### src/rtl/decode_issue_queue.sv
// Decode-to-issue queue: circular FIFO with dual compacted push and in-order dual pop.
// Payload storage is not reset; head, tail and count are.
package Falco_pkg;

  localparam int LFST_WIDTH = 5;

  typedef logic [15:0] BHSR_t;

  typedef struct packed {
    logic [31:0] pc;
    logic [7:0]  uop;
    logic [4:0]  rd;
    logic [4:0]  rs1;
    logic [4:0]  rs2;
  } decoded_op_t;

  typedef struct packed {
    decoded_op_t           op;
    BHSR_t                 bhsr;
    logic [LFST_WIDTH-1:0] ssid;
  } iq_entry_t;

endpackage

module decode_issue_queue
  import Falco_pkg::*;
#(
  parameter int DEPTH = 8
) (
  input  logic                      clk,
  input  logic                      rst_n,
  input  logic                      flush,
  input  logic                      in0_valid,
  input  logic                      in1_valid,
  input  decoded_op_t               in0_op,
  input  decoded_op_t               in1_op,
  input  BHSR_t                     in0_bhsr,
  input  BHSR_t                     in1_bhsr,
  input  logic [LFST_WIDTH-1:0]     in0_ssid,
  input  logic [LFST_WIDTH-1:0]     in1_ssid,
  output logic                      in_ready,
  output logic                      out0_valid,
  output logic                      out1_valid,
  output decoded_op_t               out0_op,
  output decoded_op_t               out1_op,
  output BHSR_t                     out0_bhsr,
  output BHSR_t                     out1_bhsr,
  output logic [LFST_WIDTH-1:0]     out0_ssid,
  output logic [LFST_WIDTH-1:0]     out1_ssid,
  input  logic                      out0_issue,
  input  logic                      out1_issue,
  output logic [$clog2(DEPTH):0]    count
);

  localparam int PW = $clog2(DEPTH);
  localparam int CW = PW + 1;
  localparam logic [CW-1:0] RDY_LIM = CW'(DEPTH - 2);

  iq_entry_t     mem_q [DEPTH];
  iq_entry_t     mem_d [DEPTH];
  logic [PW-1:0] head_q, head_d;
  logic [PW-1:0] tail_q, tail_d;
  logic [CW-1:0] count_q, count_d;

  logic          acc0, acc1;
  logic          pop0, pop1;
  logic [1:0]    push_n, pop_n;
  logic [PW-1:0] head_p1;
  iq_entry_t     e0, e1;

  assign in_ready   = (count_q <= RDY_LIM);
  assign out0_valid = (count_q >= CW'(1));
  assign out1_valid = (count_q >= CW'(2));
  assign count      = count_q;

  assign acc0   = in_ready & in0_valid;
  assign acc1   = in_ready & in1_valid;
  assign pop0   = out0_issue & out0_valid;
  assign pop1   = out0_issue & out1_issue & out1_valid;
  assign push_n = {1'b0, acc0} + {1'b0, acc1};
  assign pop_n  = {1'b0, pop0} + {1'b0, pop1};

  assign head_p1 = head_q + PW'(1);
  assign e0      = mem_q[head_q];
  assign e1      = mem_q[head_p1];

  assign out0_op   = e0.op;
  assign out0_bhsr = e0.bhsr;
  assign out0_ssid = e0.ssid;
  assign out1_op   = e1.op;
  assign out1_bhsr = e1.bhsr;
  assign out1_ssid = e1.ssid;

  // Next pointers/count: flush wins, otherwise push and pop both apply
  always_comb begin
    head_d  = head_q + PW'(pop_n);
    tail_d  = tail_q + PW'(push_n);
    count_d = count_q + CW'(push_n) - CW'(pop_n);
    if (flush) begin
      head_d  = '0;
      tail_d  = '0;
      count_d = '0;
    end
  end

  // Compacted write: in0 at tail, in1 right behind it (or at tail alone)
  always_comb begin
    mem_d = mem_q;
    if (!flush) begin
      if (acc0) begin
        mem_d[tail_q] = '{op: in0_op, bhsr: in0_bhsr, ssid: in0_ssid};
      end
      if (acc1) begin
        mem_d[tail_q + PW'(acc0)] =
          '{op: in1_op, bhsr: in1_bhsr, ssid: in1_ssid};
      end
    end
  end

  // Control state with async reset
  always_ff @(posedge clk or negedge rst_n) begin
    if (!rst_n) begin
      head_q  <= '0;
      tail_q  <= '0;
      count_q <= '0;
    end else begin
      head_q  <= head_d;
      tail_q  <= tail_d;
      count_q <= count_d;
    end
  end

  // Payload storage, intentionally unreset
  always_ff @(posedge clk) begin
    mem_q <= mem_d;
  end

endmodule
### config.mk
export PLATFORM = sky130hd
export DESIGN_NAME = decode_issue_queue
export DESIGN_NICKNAME = d
export VERILOG_FILES = /design/src/rtl/decode_issue_queue.sv
export SDC_FILE = /design/constraint.sdc
export NUM_CORES = 2
export LEC_CHECK = 0
export BUFFER_PORTS_ARGS = -buffer_cell sky130_fd_sc_hd__buf_2
export CORE_MARGIN = 5
export CORE_UTILIZATION = 67
export DETAILED_ROUTE_END_ITERATION = 6
export PLACE_DENSITY_LB_ADDON = 0.05
export SLEW_MARGIN = 0
export SYNTH_ARGS = -nofsm -noshare
export SYNTH_HDL_FRONTEND = slang
export SYNTH_SLANG_ARGS = --single-unit
export TNS_END_PERCENT = 10
### constraint.sdc
create_clock -name clk -period 6 [get_ports clk]
set_clock_uncertainty 0.1 [all_clocks]
set_input_delay 0.3 -clock clk [delete_from_list [all_inputs] [get_ports clk]]
set_output_delay 0.3 -clock clk [all_outputs]
set_load 0.01 [all_outputs]
# Word level (Yosys, flattened, before mapping)
# Cells that the tools add are included.
[word_totals]
reg_bits = 618
latch_bits = 0
ramBits = 0
mem_bits_ro = 0
input_bits = 159
out_inout_bits = 159
wordCells = 105
n_memories = 0
[op_classes]
add_sub_neg = 8
n_mul = 0
div_mod_pow = 0
order_cmp = 9
eq_ne = 0
shifts = 0
n_mux = 18
bitwise = 9
reduce_logical = 2
[ops]
columns = ["op", "n"]
rows = [
  ["$mux W608", 3],
  ["$bwmux W608", 2],
  ["$bmux W76 S3", 2],
  ["$demux W76 S3", 2],
  ["$mux W76", 6],
  ["$ge A4 B4 Y1 const B", 4],
  ["$not A3 Y4", 4],
  ["$lt A4 B1 Y1 const B", 2],
  ["$add A3 B2 Y3", 2],
  ["$mux W3", 2],
  ["$and A1 B1 Y1", 5],
  ["$add A1 B1 Y2", 2],
  ["$add A4 B2 Y4", 1],
  ["$ge A4 B1 Y1 const B", 1],
  ["$ge A4 B2 Y1 const B", 1],
  ["$le A4 B3 Y1 const B", 1],
  ["$mux W4", 1],
  ["$sub A4 B2 Y4", 1],
  ["$add A3 B1 Y3", 1],
  ["$add A3 B1 Y3 const B", 1],
  ["$logic_and A1 B1 Y1", 2],
]

# Depth between registers and ports, before layout
[logic_depth]
depth_word = 10
depth_mapped = 14
ltp_nobuf = 13

# Worst setup path after synthesis
# Ideal clock, no wire load.
[synth_path]
path_kind = "in2reg"
start = "input port flush"
end = "register mem_q[0] (netlist name) (enable)"
setup_time_ns = 0.950
arrival_ns = 12.151
required_time_ns = 4.950
slack_ns = -7.201
stages = 2
path_buffers = 1
path_cell_list = "clkbuf_1 > inv_1"
[synth_rtl]
columns = ["item", "line", "text"]
rows = [
  ["start, declared", "32", "input logic flush,"],
  ["end signal, assigned", "135", "mem_q <= mem_d;"],
  ["end, declared", "59", "iq_entry_t mem_q [DEPTH];"],
]
# No word-level cell between the ends.

# Worst setup path in the final report
[layout_path]
start = "register count_q[3] (netlist: count[3])"
end = "register mem_q[63] (netlist name) (data pin)"
[layout_between]
elab_chain_cells = 10
word_cells_on_any_way = 14
cone_classes = "add/sub: 1; order compare: 3; mux: 6; bitwise: 3; reduce/logical: 1"
[layout_rtl]
columns = ["item", "line", "text"]
rows = [
  ["start, declared", "63", "logic [CW-1:0] count_q, count_d;"],
  ["start signal, assigned", "129", "count_q <= count_d;"],
  ["$le A4 B3 Y1 (*)", "71", "assign in_ready = (count_q <= RDY_LIM);"],
  ["$and A1 B1 Y1", "76", "assign acc0 = in_ready & in0_valid;"],
  ["$add A3 B1 Y3", "114", "mem_d[tail_q + PW'(acc0)] ="],
  ["$not A3 Y4 (not written as such)", "114", ""],
  ["$ge A4 B4 Y1 (not written as such) / $lt A4 B1 Y1 (equally long branches)", "114", ""],
  ["$logic_and A1 B1 Y1 (not written as such)", "114", ""],
  ["$mux W76 (not written as such)", "114", ""],
  ["$demux W76 S3", "114", ""],
  ["$bwmux W608", "114", ""],
  ["$mux W608 (*)", "113", "if (acc1) begin"],
]
# Every way passes the cells marked *; elsewhere a longest branch is shown, timed or not. The select of a mux whose other input is x is not followed.
# A chain may end at the register's enable or synchronous reset.

==> reports/metrics.cfg <==
[status]
status=finished, final reports clean

[clocking]
cts.path.max_buffers=3
cts_sinks=618
htree_num_levels=3
clockRootBuffer=clkbuf_16
path_clk_slew_ps=60
hold_buffers=62
tritoncts=done
cts_setup_buffers=0
cts_made_buffers=71
cts_resized=0
clock_latency_ps=620

[logic_synthesis]
syn_nets=2771
yosysTopAreaCell=edfxtp_1
syn-cell-area_um2=42700
ys_seq_elements=618
synth_ff_type=edfxtp_1
yosysSeqAreaShare=0.433
synth-edff-count=608
synthTopCellsByCount=1288 x mux2_2, 608 x edfxtp_1, 304 x mux4_2, 112 x buf_2, 80 x mux2_4
synth_area_leaders=edfxtp_1 43%, mux2_2 34%, mux4_2 16%
synth_cells=2595
synthArstFlopShare=0.0162
postSynthAreaPerCell_um2=16.5
synth.distinct_cells=32
yosys_warnings=0
yosysMostFrequentCell=mux2_2
yosysTopAreaCellShare=0.427

[worst_setup_path]
r2r_start=count[3]
path_class=reg2reg
cp-end-kind=flop
cp.required_ps=6240
r2r_cells=12
cp-start-kind=flop
r2r_slack_ps=1620
crit_fanout=39
arrival_ps=4620
r2r_end=mem_q[63]

[timing]
fmax_mhz=229
relSlewSlack=0.122
hold_ws_ps=27.9
fin_crit_ps=4380
rsz0062_at_grt=false
fin_crit_sh=0.729
report.final.slew_viol_count=0
setup_viol=0
hold_viol=0
tightestPinTransition_ps=1310

[die]
die_area_um2=69000
fp-row-count=92
start_util=0.678
die_w_um=263
core-area_um2=63100
die_y_um=263
ioPinCount=318

[drt]
antenna_left=0
wl_met3_um=9330
drtPass1Iterations=5
route.met2.wl_um=57800
dr_total_vias=26753
vias_per_cell=7.06
drt-met1-wl_um=44900
drt_iter0_drc=2814
dr.max_layer_used=met5
wl_per_cell_um=30.5
routed_wl_um=116000
route.detailed.drc=0

[finish]
final_nets=3053
drive_above_1_share=0.728
fin_util=0.757
syn2layout_area_growth_pct=11.7

[power_and_ir_drop]
ir_drop_v=0.000615
powerDensity_nw_per_um2=446
p_leak_nw=17.1

[hold_path]
worstHoldEndpoint=mem_q[432]
min-delay-start=in1_op[31]
whs_path_depth=2
min_path_type=in2reg

[grt]
antenna_found_initial=20
grt_pass1_wl_um=175000
grt_max_degree=197
grt.overflow.total=0
grt_pass1_vias=28319
grtUsageTotal=0.327

[placed_design]
gp_congestion=0.823
place_hpwl_um=65600
io_buffers=317

[flow_run]
cap_violations=0

## layout make-up
class,instances,area [um2]
inverter,16,63.8
antenna,15,37.5
timing repair buffer,428,2760
tap,846,1060
multi-input combinational,1742,23200
sequential,618,18500
fill,3908,15300
clock inverter,29,136
clock buffer,98,1960
## cell families after synthesis
kind of cell | Yosys count | share of synthesized area
adder cells (fa/ha/maj) | 17 | 0.00568
buffers and inverters | 235 | 0.0258
XOR/XNOR | 7 | 0.00143
flip-flops | 618 | 0.433
AND/OR/NAND/NOR | 43 | 0.00606
multiplexers | 1672 | 0.528
AO/OA/AOI/OAI | 3 | 0.000527
## where the power goes
part | internal (W) | switching (W)
registers | 0.00599 | 0.000712
logic | 0.00585 | 0.00468
clock network | 0.00228 | 0.00177
total | 0.0141 | 0.00716
## registers in the layout, summed over array words and instances (netlist names)
signal and cells:
count 4, head_q 3, mem_q 608, tail_q 3
## cells in the final DEF, fill, tap and decap left out, types with 3 or more instances in the layout
master,count
mux4_2,304
mux2_4,80
fa_1,4
and3_1,4
nor2_1,8
dfrtp_4,3
dlygate4sd3_1,62
mux2_2,1288
xor2_1,3
clkinv_2,6
nand4_1,6
buf_4,34
edfxtp_1,608
buf_2,317
clkbuf_1,23
clkinv_1,19
clkbuf_16,75
ha_1,12
dfrtp_1,7
nand4b_1,4
inv_6,4
inv_1,15
buf_12,15
diode_2,15
xnor2_1,3
nor2b_1,5
nand2_1,3
## critical path, stage by stage (launching register included)
cell     delay [ps]
dfrtp_1         390
inv_1            90
ha_1            170
nand3_1         290
and3_1          310
ha_1            180
ha_1            220
xnor2_1         240
nor2_1          140
nand3_4         100
buf_4           590
buf_4           770
mux2_2          410
## layer usage
layer	vias up	GRT usage
met1	14017	0.442
met4	10	0.115
met2	1214	0.543
met5	-	0
li1	11274	-
met3	238	0.0561
## how the worst max path moves through the flow
stage	start	end	depth (start not counted)
2_1_floorplan	flush	mem_q[0]	2
3_3_place_gp	count[3]	mem_q[61]	12
3_5_place_dp	count[3]	mem_q[6]	12
4_1_cts	head_q[1]	out1_ssid[1]	5
5_1_grt	count[3]	mem_q[7]	12
6_report	count[3]	mem_q[63]	12
## metrics by stage
step | cell area, um2 | worst slack (ps) | total power [W] | cells | TNS [ps]
finish | 47700 | 1620 | 0.0213 | 3792 | 0
floorplan | 42800 | -4080 | 0.0142 | 2595 | -2481320
global placement | 45000 | 1830 | 0.0168 | 3588 | 0
global route | 47700 | 1470 | 0.0222 | 3787 | 0
detailed placement | 45000 | 1680 | 0.0172 | 3588 | 0
CTS | 47700 | 1660 | 0.0213 | 3777 | 0
No activity file was read; power rests on OpenSTA's default activity.
